--- config.mk ---
export PLATFORM = sky130hd
export DESIGN_NAME = lvdc_pio_initiator
export DESIGN_NICKNAME = d
export VERILOG_FILES = /design/src/rtl/lvdc_pio_initiator.sv
export SDC_FILE = /design/constraint.sdc
export NUM_CORES = 1
export LEC_CHECK = 0
export ABC_AREA = 0
export BUFFER_PORTS_ARGS = -buffer_cell sky130_fd_sc_hd__buf_4
export CORE_MARGIN = 1.5
export CORE_UTILIZATION = 45
export DETAILED_ROUTE_END_ITERATION = 6
export MAX_ROUTING_LAYER = met4
export PLACE_DENSITY = 0.68
export SKIP_LAST_GASP = 1
export SLEW_MARGIN = 5
export SYNTH_ARGS = -nofsm -noshare
export SYNTH_HDL_FRONTEND = slang
export SYNTH_SLANG_ARGS = --single-unit
--- constraint.sdc ---
create_clock -name SIM_CLK -period 2.85 [get_ports SIM_CLK]
set_input_delay 0.4275 -clock SIM_CLK [delete_from_list [all_inputs] [get_ports SIM_CLK]]
set_output_delay 0.4275 -clock SIM_CLK [all_outputs]
set_load 0.05 [all_outputs]
--- src/rtl/lvdc_pio_initiator.sv ---
// LVDC PIO read initiator.
// Runs a free-running W/X/Y/Z phase generator. On each accepted request it
// presents a 9-bit PIO address to the LVDA for one bit time, then shifts in
// WORD_BITS serial data bits, MSB first.
// Optional feature: define PIO_PARITY_EN to add one parity bit time with an
// odd-parity check reported on perr.
module lvdc_pio_initiator #(
  parameter int PHASE_LEN = 1,
  parameter int WORD_BITS = 26
) (
  input  logic                 SIM_CLK,
  input  logic                 SIM_RST,
  input  logic                 req,
  input  logic [8:0]           addr,
  output logic                 ready,
  output logic [WORD_BITS-1:0] rdata,
  output logic                 rvalid,
  output logic                 perr,
  output logic                 A1V,
  output logic                 A2V,
  output logic                 A3V,
  output logic                 A4V,
  output logic                 A5V,
  output logic                 A6V,
  output logic                 A7V,
  output logic                 A8V,
  output logic                 A9V,
  output logic                 PIOV,
  output logic                 WDA,
  output logic                 XDA,
  output logic                 YDA,
  output logic                 ZDA,
  input  logic                 DATAV
);

  localparam int BW = $clog2(WORD_BITS + 1);
  localparam logic [3:0]    LAST_CNT = 4'(PHASE_LEN - 1);
  localparam logic [BW-1:0] LAST_BIT = BW'(WORD_BITS - 1);

  typedef enum logic [2:0] {IDLE, SYNC, ADDR, SHIFT, PAR, DONE} state_e;

  state_e               state_q, state_d;
  logic [3:0]           phase_q, phase_d;
  logic [3:0]           cnt_q, cnt_d;
  logic [8:0]           addr_q, addr_d;
  logic [BW-1:0]        bit_cnt_q, bit_cnt_d;
  logic [WORD_BITS-1:0] rdata_q, rdata_d;
  logic                 ready_q, ready_d;
  logic                 rvalid_q, rvalid_d;
  logic                 piov_q, piov_d;
  logic [8:0]           av_q, av_d;
  logic                 phase_last, y_last, z_last;
`ifdef PIO_PARITY_EN
  logic                 perr_q, perr_d;
  logic                 par_q, par_d;
`endif

  assign phase_last = (cnt_q == LAST_CNT);
  assign y_last     = phase_q[2] & phase_last;
  assign z_last     = phase_q[3] & phase_last;

  // Phase rotation W->X->Y->Z; an all-zero phase means W is pending after reset
  always_comb begin
    phase_d = phase_q;
    cnt_d   = cnt_q;
    if (phase_q == 4'b0000) begin
      phase_d = 4'b0001;
      cnt_d   = '0;
    end else if (phase_last) begin
      phase_d = {phase_q[2:0], phase_q[3]};
      cnt_d   = '0;
    end else begin
      cnt_d = cnt_q + 4'd1;
    end
  end

  // Transaction sequencing and serial data capture
  always_comb begin
    state_d   = state_q;
    addr_d    = addr_q;
    bit_cnt_d = bit_cnt_q;
    rdata_d   = rdata_q;
`ifdef PIO_PARITY_EN
    perr_d    = perr_q;
    par_d     = par_q;
`endif
    unique case (state_q)
      IDLE: begin
        if (req) begin
          state_d = SYNC;
          addr_d  = addr;
`ifdef PIO_PARITY_EN
          perr_d  = 1'b0;
`endif
        end
      end
      SYNC: begin
        if (z_last) state_d = ADDR;
      end
      ADDR: begin
        if (z_last) begin
          state_d   = SHIFT;
          bit_cnt_d = '0;
`ifdef PIO_PARITY_EN
          par_d     = 1'b0;
`endif
        end
      end
      SHIFT: begin
        if (y_last) begin
          rdata_d = {rdata_q[WORD_BITS-2:0], DATAV};
`ifdef PIO_PARITY_EN
          par_d   = par_q ^ DATAV;
`endif
        end
        if (z_last) begin
          if (bit_cnt_q == LAST_BIT) begin
`ifdef PIO_PARITY_EN
            state_d = PAR;
`else
            state_d = DONE;
`endif
          end else begin
            bit_cnt_d = bit_cnt_q + BW'(1);
          end
        end
      end
`ifdef PIO_PARITY_EN
      PAR: begin
        if (y_last) perr_d = ~(par_q ^ DATAV);
        if (z_last) state_d = DONE;
      end
`endif
      DONE: begin
        state_d = IDLE;
      end
      default: begin
        state_d = IDLE;
      end
    endcase
  end

  // Registered LVDA/host outputs decoded from the next state
  always_comb begin
    ready_d  = (state_d == IDLE);
    rvalid_d = (state_d == DONE);
    piov_d   = (state_d == ADDR);
    av_d     = (state_d == ADDR) ? addr_d : 9'd0;
  end

  // State register with asynchronous active-low reset
  always_ff @(posedge SIM_CLK or negedge SIM_RST) begin
    if (!SIM_RST) begin
      state_q   <= IDLE;
      phase_q   <= 4'b0000;
      cnt_q     <= '0;
      addr_q    <= '0;
      bit_cnt_q <= '0;
      rdata_q   <= '0;
      ready_q   <= 1'b1;
      rvalid_q  <= 1'b0;
      piov_q    <= 1'b0;
      av_q      <= '0;
`ifdef PIO_PARITY_EN
      perr_q    <= 1'b0;
      par_q     <= 1'b0;
`endif
    end else begin
      state_q   <= state_d;
      phase_q   <= phase_d;
      cnt_q     <= cnt_d;
      addr_q    <= addr_d;
      bit_cnt_q <= bit_cnt_d;
      rdata_q   <= rdata_d;
      ready_q   <= ready_d;
      rvalid_q  <= rvalid_d;
      piov_q    <= piov_d;
      av_q      <= av_d;
`ifdef PIO_PARITY_EN
      perr_q    <= perr_d;
      par_q     <= par_d;
`endif
    end
  end

  assign ready  = ready_q;
  assign rdata  = rdata_q;
  assign rvalid = rvalid_q;
  assign PIOV   = piov_q;
  assign {A9V, A8V, A7V, A6V, A5V, A4V, A3V, A2V, A1V} = av_q;
  assign {ZDA, YDA, XDA, WDA} = phase_q;
`ifdef PIO_PARITY_EN
  assign perr   = perr_q;
`else
  assign perr   = 1'b0;
`endif

endmodule

---- Word-level counts from Yosys, hierarchy flattened ----
Index checks and enable logic that the tools add are counted.
cells by class
  bitwise logic cells ..................... 2
  equality and inequality tests ........... 9
  reductions and logical operators ........ 8
  muxes and demuxes ....................... 17
  add/sub/neg operators ................... 2
operators by type and width
  cell                 count
  $mux 9               3
  $mux 4               4
  $mux 3               5
  $mux 5               3
  $pmux 3 s4           1
  $pmux 5 s2           1
  $eq 3x2->1 const B   3
  $logic_not 4->1      2
  $logic_not 3->1      2
  $ne 2x2->1 const B   3
  $add 5x1->5 const B  1
  $eq 5x5->1 const B   1
  $add 4x1->4 const B  1
  $reduce_and 4->1     1
  $reduce_bool 2->1    2
  $eq 3x1->1 const B   1
  $eq 3x3->1 const B   1
  $and 1x1->1          2
  $reduce_and 2->1     1
word-level totals
  word-level logic and storage cells ...... 48
  input bits .............................. 13
  bits in registers ....................... 63
  output and inout bits ................... 43

---- Longest topological paths before layout ----
  depth in word-level cells ............... 6
  mapped depth ............................ 6
  mapped depth without buffers ............ 5

---- Worst setup path after synthesis ----
No wires, ideal clock.
  path type ............................... register -> register
  from .................................... register cnt_q[0]
  to ...................................... register rdata_q[1], in the netlist rdata[1]
  library setup time ...................... 0.125 ns
  required time ........................... 2.725 ns
  clock period less this slack ............ 2.056 ns
  data arrival time ....................... 1.931 ns
  path buffers ............................ 1
  cell stages (with the launch flop) ...... 7
  path slack .............................. 0.794 ns
  cell sequence ........................... dfrtp_1 inv_1 ha_1 nor3b_4 nor4b_4 buf_6 mux2_2
between the ends
  longest elaborated chain between the ends .. 3
ends and longest elaborated chain
  item                               RTL line  text
  start, declared                    44        logic [3:0] cnt_q, cnt_d;
  start signal, assigned             171       cnt_q <= cnt_d;
  $logic_not 4->1                    58        assign phase_last = (cnt_q == LAST_CNT);
  $and 1x1->1                        59        assign y_last = phase_q[2] & phase_last;
  $reduce_and 2->1 (no source line)  -
  end signal, assigned               174       rdata_q <= rdata_d;
  end, declared                      47        logic [WORD_BITS-1:0] rdata_q, rdata_d;
Every way passes these cells.
A chain may end at the register's enable or synchronous reset.

---- Worst setup path after layout ----
  from .................................... register cnt_q[0]
  to ...................................... register rdata_q[21], in the netlist rdata[21]
Same word-level chain as after synthesis.

==> out/qor.txt <==
Overall Global Routing Usage = 0.162
First-pass GRT wire length = 7430 um
Net count of the mapped netlist = 207
Crit path largest cell delay = 400 ps
Number of distinct library cell variants in the gate-level netlist after synthesis = 35
Final layout net count = 268
Die outline area = 0.00617 mm2
Data required, critical path = 3060 ps
Core ar. = 0.00551 mm2
Pin count of the biggest net entering global routing = 64
Post-Route Setup TNS = 0 ps
MaxCap Viol Count = 0
Post-detailed-placement half-perimeter wirelength = 2870 um
Remaining global-route overflow = 0
Cell area after synthesis = 0.00257 mm2
Via total after detailed routing = 1603
Maximum frequency from static timing analysis = 463 MHz
Number of antenna violations at the first check in global routing = 0
Post-CTS setup repair buffer count = 0
Number of clock buffers inserted by TritonCTS = 9
TritonCTS clock tree = done
Portion of synthesized cell area occupied by the leading cell type = 0.604
Total Power = 1820 uW
Syn avg cell area = 13.5 um2
Type of the tightest min-delay check = in2async
Area added between synthesis and finish = 27.0%
Final setup violation count = 0
Die boundary width = 78.5 um
Synth Instances = 190
Sink Count = 63
Initial drt markers = 74
Vias in the first global route = 1600
Maximum net fanout on the critical path = 26
Kind of cell adding the most delay to the critical path = simple AND/OR/NAND/NOR gates
Type of element capturing the critical path = flop
Drc violations = 0
Class of the most critical setup path = reg2reg
Number of buffers on the longest clock path = 2
Number of synthesized register bits = 63
Most common library cell in the layout ignoring fill and taps = sky130_fd_sc_hd__dfrtp_1
Detailed-router iteration count before antenna repair = 4
Max-slew violation count = 0
Rows = 27
Async set or reset register ratio after synthesis = 1.00
Clock-pin slew on the worst setup and hold paths = 70 ps
Detailed-route wire length = 4280 um
Post-synth EDFFs = 0
Post-route clock period utilization = 0.757
Time the worst path needs with I/O delays and setup = 2160 ps
Num ports = 56
Initial standard-cell utilization of the core = 0.466
YS warnings = 0
Clock root buffer = sky130_fd_sc_hd__clkbuf_8
Max IR drop VDD = 0.290 mV
Worst Tran Pin Value = 772 ps
Y dimension of the die = 78.5 um
Post-DRT Antenna Nets = 0
FILL cells = 467
Worst slew margin relative to its limit = 0.485
Routed length per placed instance = 13.0 um
Main flop type after synthesis = sky130_fd_sc_hd__dfrtp_1
Port Buf Inserts = 54
Share of post-route cells with drive strength above 1 = 0.434
Power per Cell Area = 557 mW/mm2
RSZ-0062 raised after global routing = false
Area contributors post-synth = sky130_fd_sc_hd__dfrtp_1, sky130_fd_sc_hd__mux2_2, sky130_fd_sc_hd__mux2i_1
Resized cells post-CTS = 0
Clk Latency, worst-skew pair = 340 ps
Critical-path cell list = inv_1, ha_1, nor3b_4, nor4b_4, buf_4, mux2_2
Post-route clock skew = 5.42 ps
Share of synthesized area occupied by flip-flops and latches = 0.615
# diodes = 0
Final RePlAce weighted congestion = 0.740
Library cell with the largest summed area after synthesis = sky130_fd_sc_hd__dfrtp_1
Critical-path top delay cell = sky130_fd_sc_hd__dfrtp_1
Most used cells in the layout excluding fill and tap cells = sky130_fd_sc_hd__dfrtp_1, sky130_fd_sc_hd__buf_4, sky130_fd_sc_hd__mux2_2
Result of the run = completed
Worst EP arrival = 2370 ps
Combined buffer and inverter count along the critical path = 2
Number of hold-slack violations in the final timing report = 0
Leakage power = 0.00167 uW
Via density per instance = 4.89
Number of levels in the clock H-tree = 3
Number of buffers added to fix hold violations after cts = 0
Element type at the critical path start = flop
## where the power goes
group	internal [uW]	total [uW]	switching [uW]
clock network	485	817	332
logic	28.2	84.7	56.4
registers	908	915	7.08
## cell type report
cell class,count,area (um2),share of cell area
well taps,72,90.1,0.0276
inverters,14,52.6,0.0161
clock inverters,7,87.6,0.0269
repair buffers,58,435,0.134
clock buffers,9,124,0.0380
flip-flops and latches,63,1580,0.484
multi-input cells,105,893,0.274
## cell families (layout without fill, tap and decap cells)
group | Yosys count | count (layout) | share of synthesized area
DFF | 63 | 63 | 0.615
and+or+nand+nor | 44 | 44 | 0.107
muxes | 41 | 41 | 0.175
buffers and inverters | 22 | 88 | 0.0400
AOI/OAI and AO/OA | 13 | 13 | 0.0361
adders and majority gates | 4 | 4 | 0.0195
xor gates and xnor gates | 2 | 2 | 0.00682
other | 1 | 1 | 0.00146
## final timing paths
kind | cells past startpoint | slack (ps) | start | to
max in group asynchronous | 1 | 2170 | SIM_RST | rdata[10]
hold / removal | 1 | 160 | SIM_RST | rdata[2]
min in group SIM_CLK | 2 | 310 | DATAV | rdata[0]
hold reg to reg | 2 | 480 | addr_q[5] | addr_q[5]
setup reg to reg | 6 | 690 | cnt_q[0] | rdata[21]
setup / recovery | 6 | 690 | cnt_q[0] | rdata[21]
## worst register-to-register path: cells and delay by family, from the launching register on
| family | cells | cell delay [ps] |
|---|---|---|
| mux | 1 | 390 |
| buf+inv | 2 | 420 |
| fa+ha+maj | 1 | 160 |
| simple gates | 2 | 670 |
| flops | 1 | 400 |
## stage by stage
| stage | cells | setup WS, ps | hold WS, ps | area (um2) | utilization |
|---|---|---|---|---|---|
| after global routing | 328 | 529 | 235 | 3260 | 0.592 |
| after CTS | 328 | 660 | 192 | 3260 | 0.592 |
| after floorplan | 190 | 794 | 132 | 2570 | - |
| final | 328 | 691 | 164 | 3260 | 0.592 |
| after global placement | 312 | 748 | 460 | 3050 | 0.554 |
| after detailed placement | 312 | 667 | 464 | 3050 | 0.554 |
## metal layers
layer	vias to the layer above	share of wire	track usage
met5	-	0	-
met4	0	0.020	0.0750
met3	9	0.056	0.0523
met2	43	0.44	0.230
met1	769	0.49	0.210
li1	782	-	-
## state kept, by name (all words and copies together), names as in the netlist
name / cells
PIOV: 1
addr_q: 9
av_q: 9
bit_cnt_q: 5
cnt_q: 4
phase_q: 4
rdata: 26
ready: 1
rvalid: 1
state_q: 3
## Yosys cell counts, types with 2 or more instances
master	count
sky130_fd_sc_hd__ha_1	4
sky130_fd_sc_hd__clkbuf_1	4
sky130_fd_sc_hd__nor3_1	9
sky130_fd_sc_hd__a21oi_1	3
sky130_fd_sc_hd__a41o_1	2
sky130_fd_sc_hd__mux2i_1	10
sky130_fd_sc_hd__nand3_1	6
sky130_fd_sc_hd__mux2_2	30
sky130_fd_sc_hd__nand2_1	3
sky130_fd_sc_hd__inv_1	14
sky130_fd_sc_hd__nor2_1	7
sky130_fd_sc_hd__nor2b_1	5
sky130_fd_sc_hd__o311ai_0	2
sky130_fd_sc_hd__buf_6	2
sky130_fd_sc_hd__dfrtp_1	62
sky130_fd_sc_hd__or2_2	3
sky130_fd_sc_hd__nand2b_1	4
sky130_fd_sc_hd__o21ai_0	3
Power figures use the tool's default switching activity.
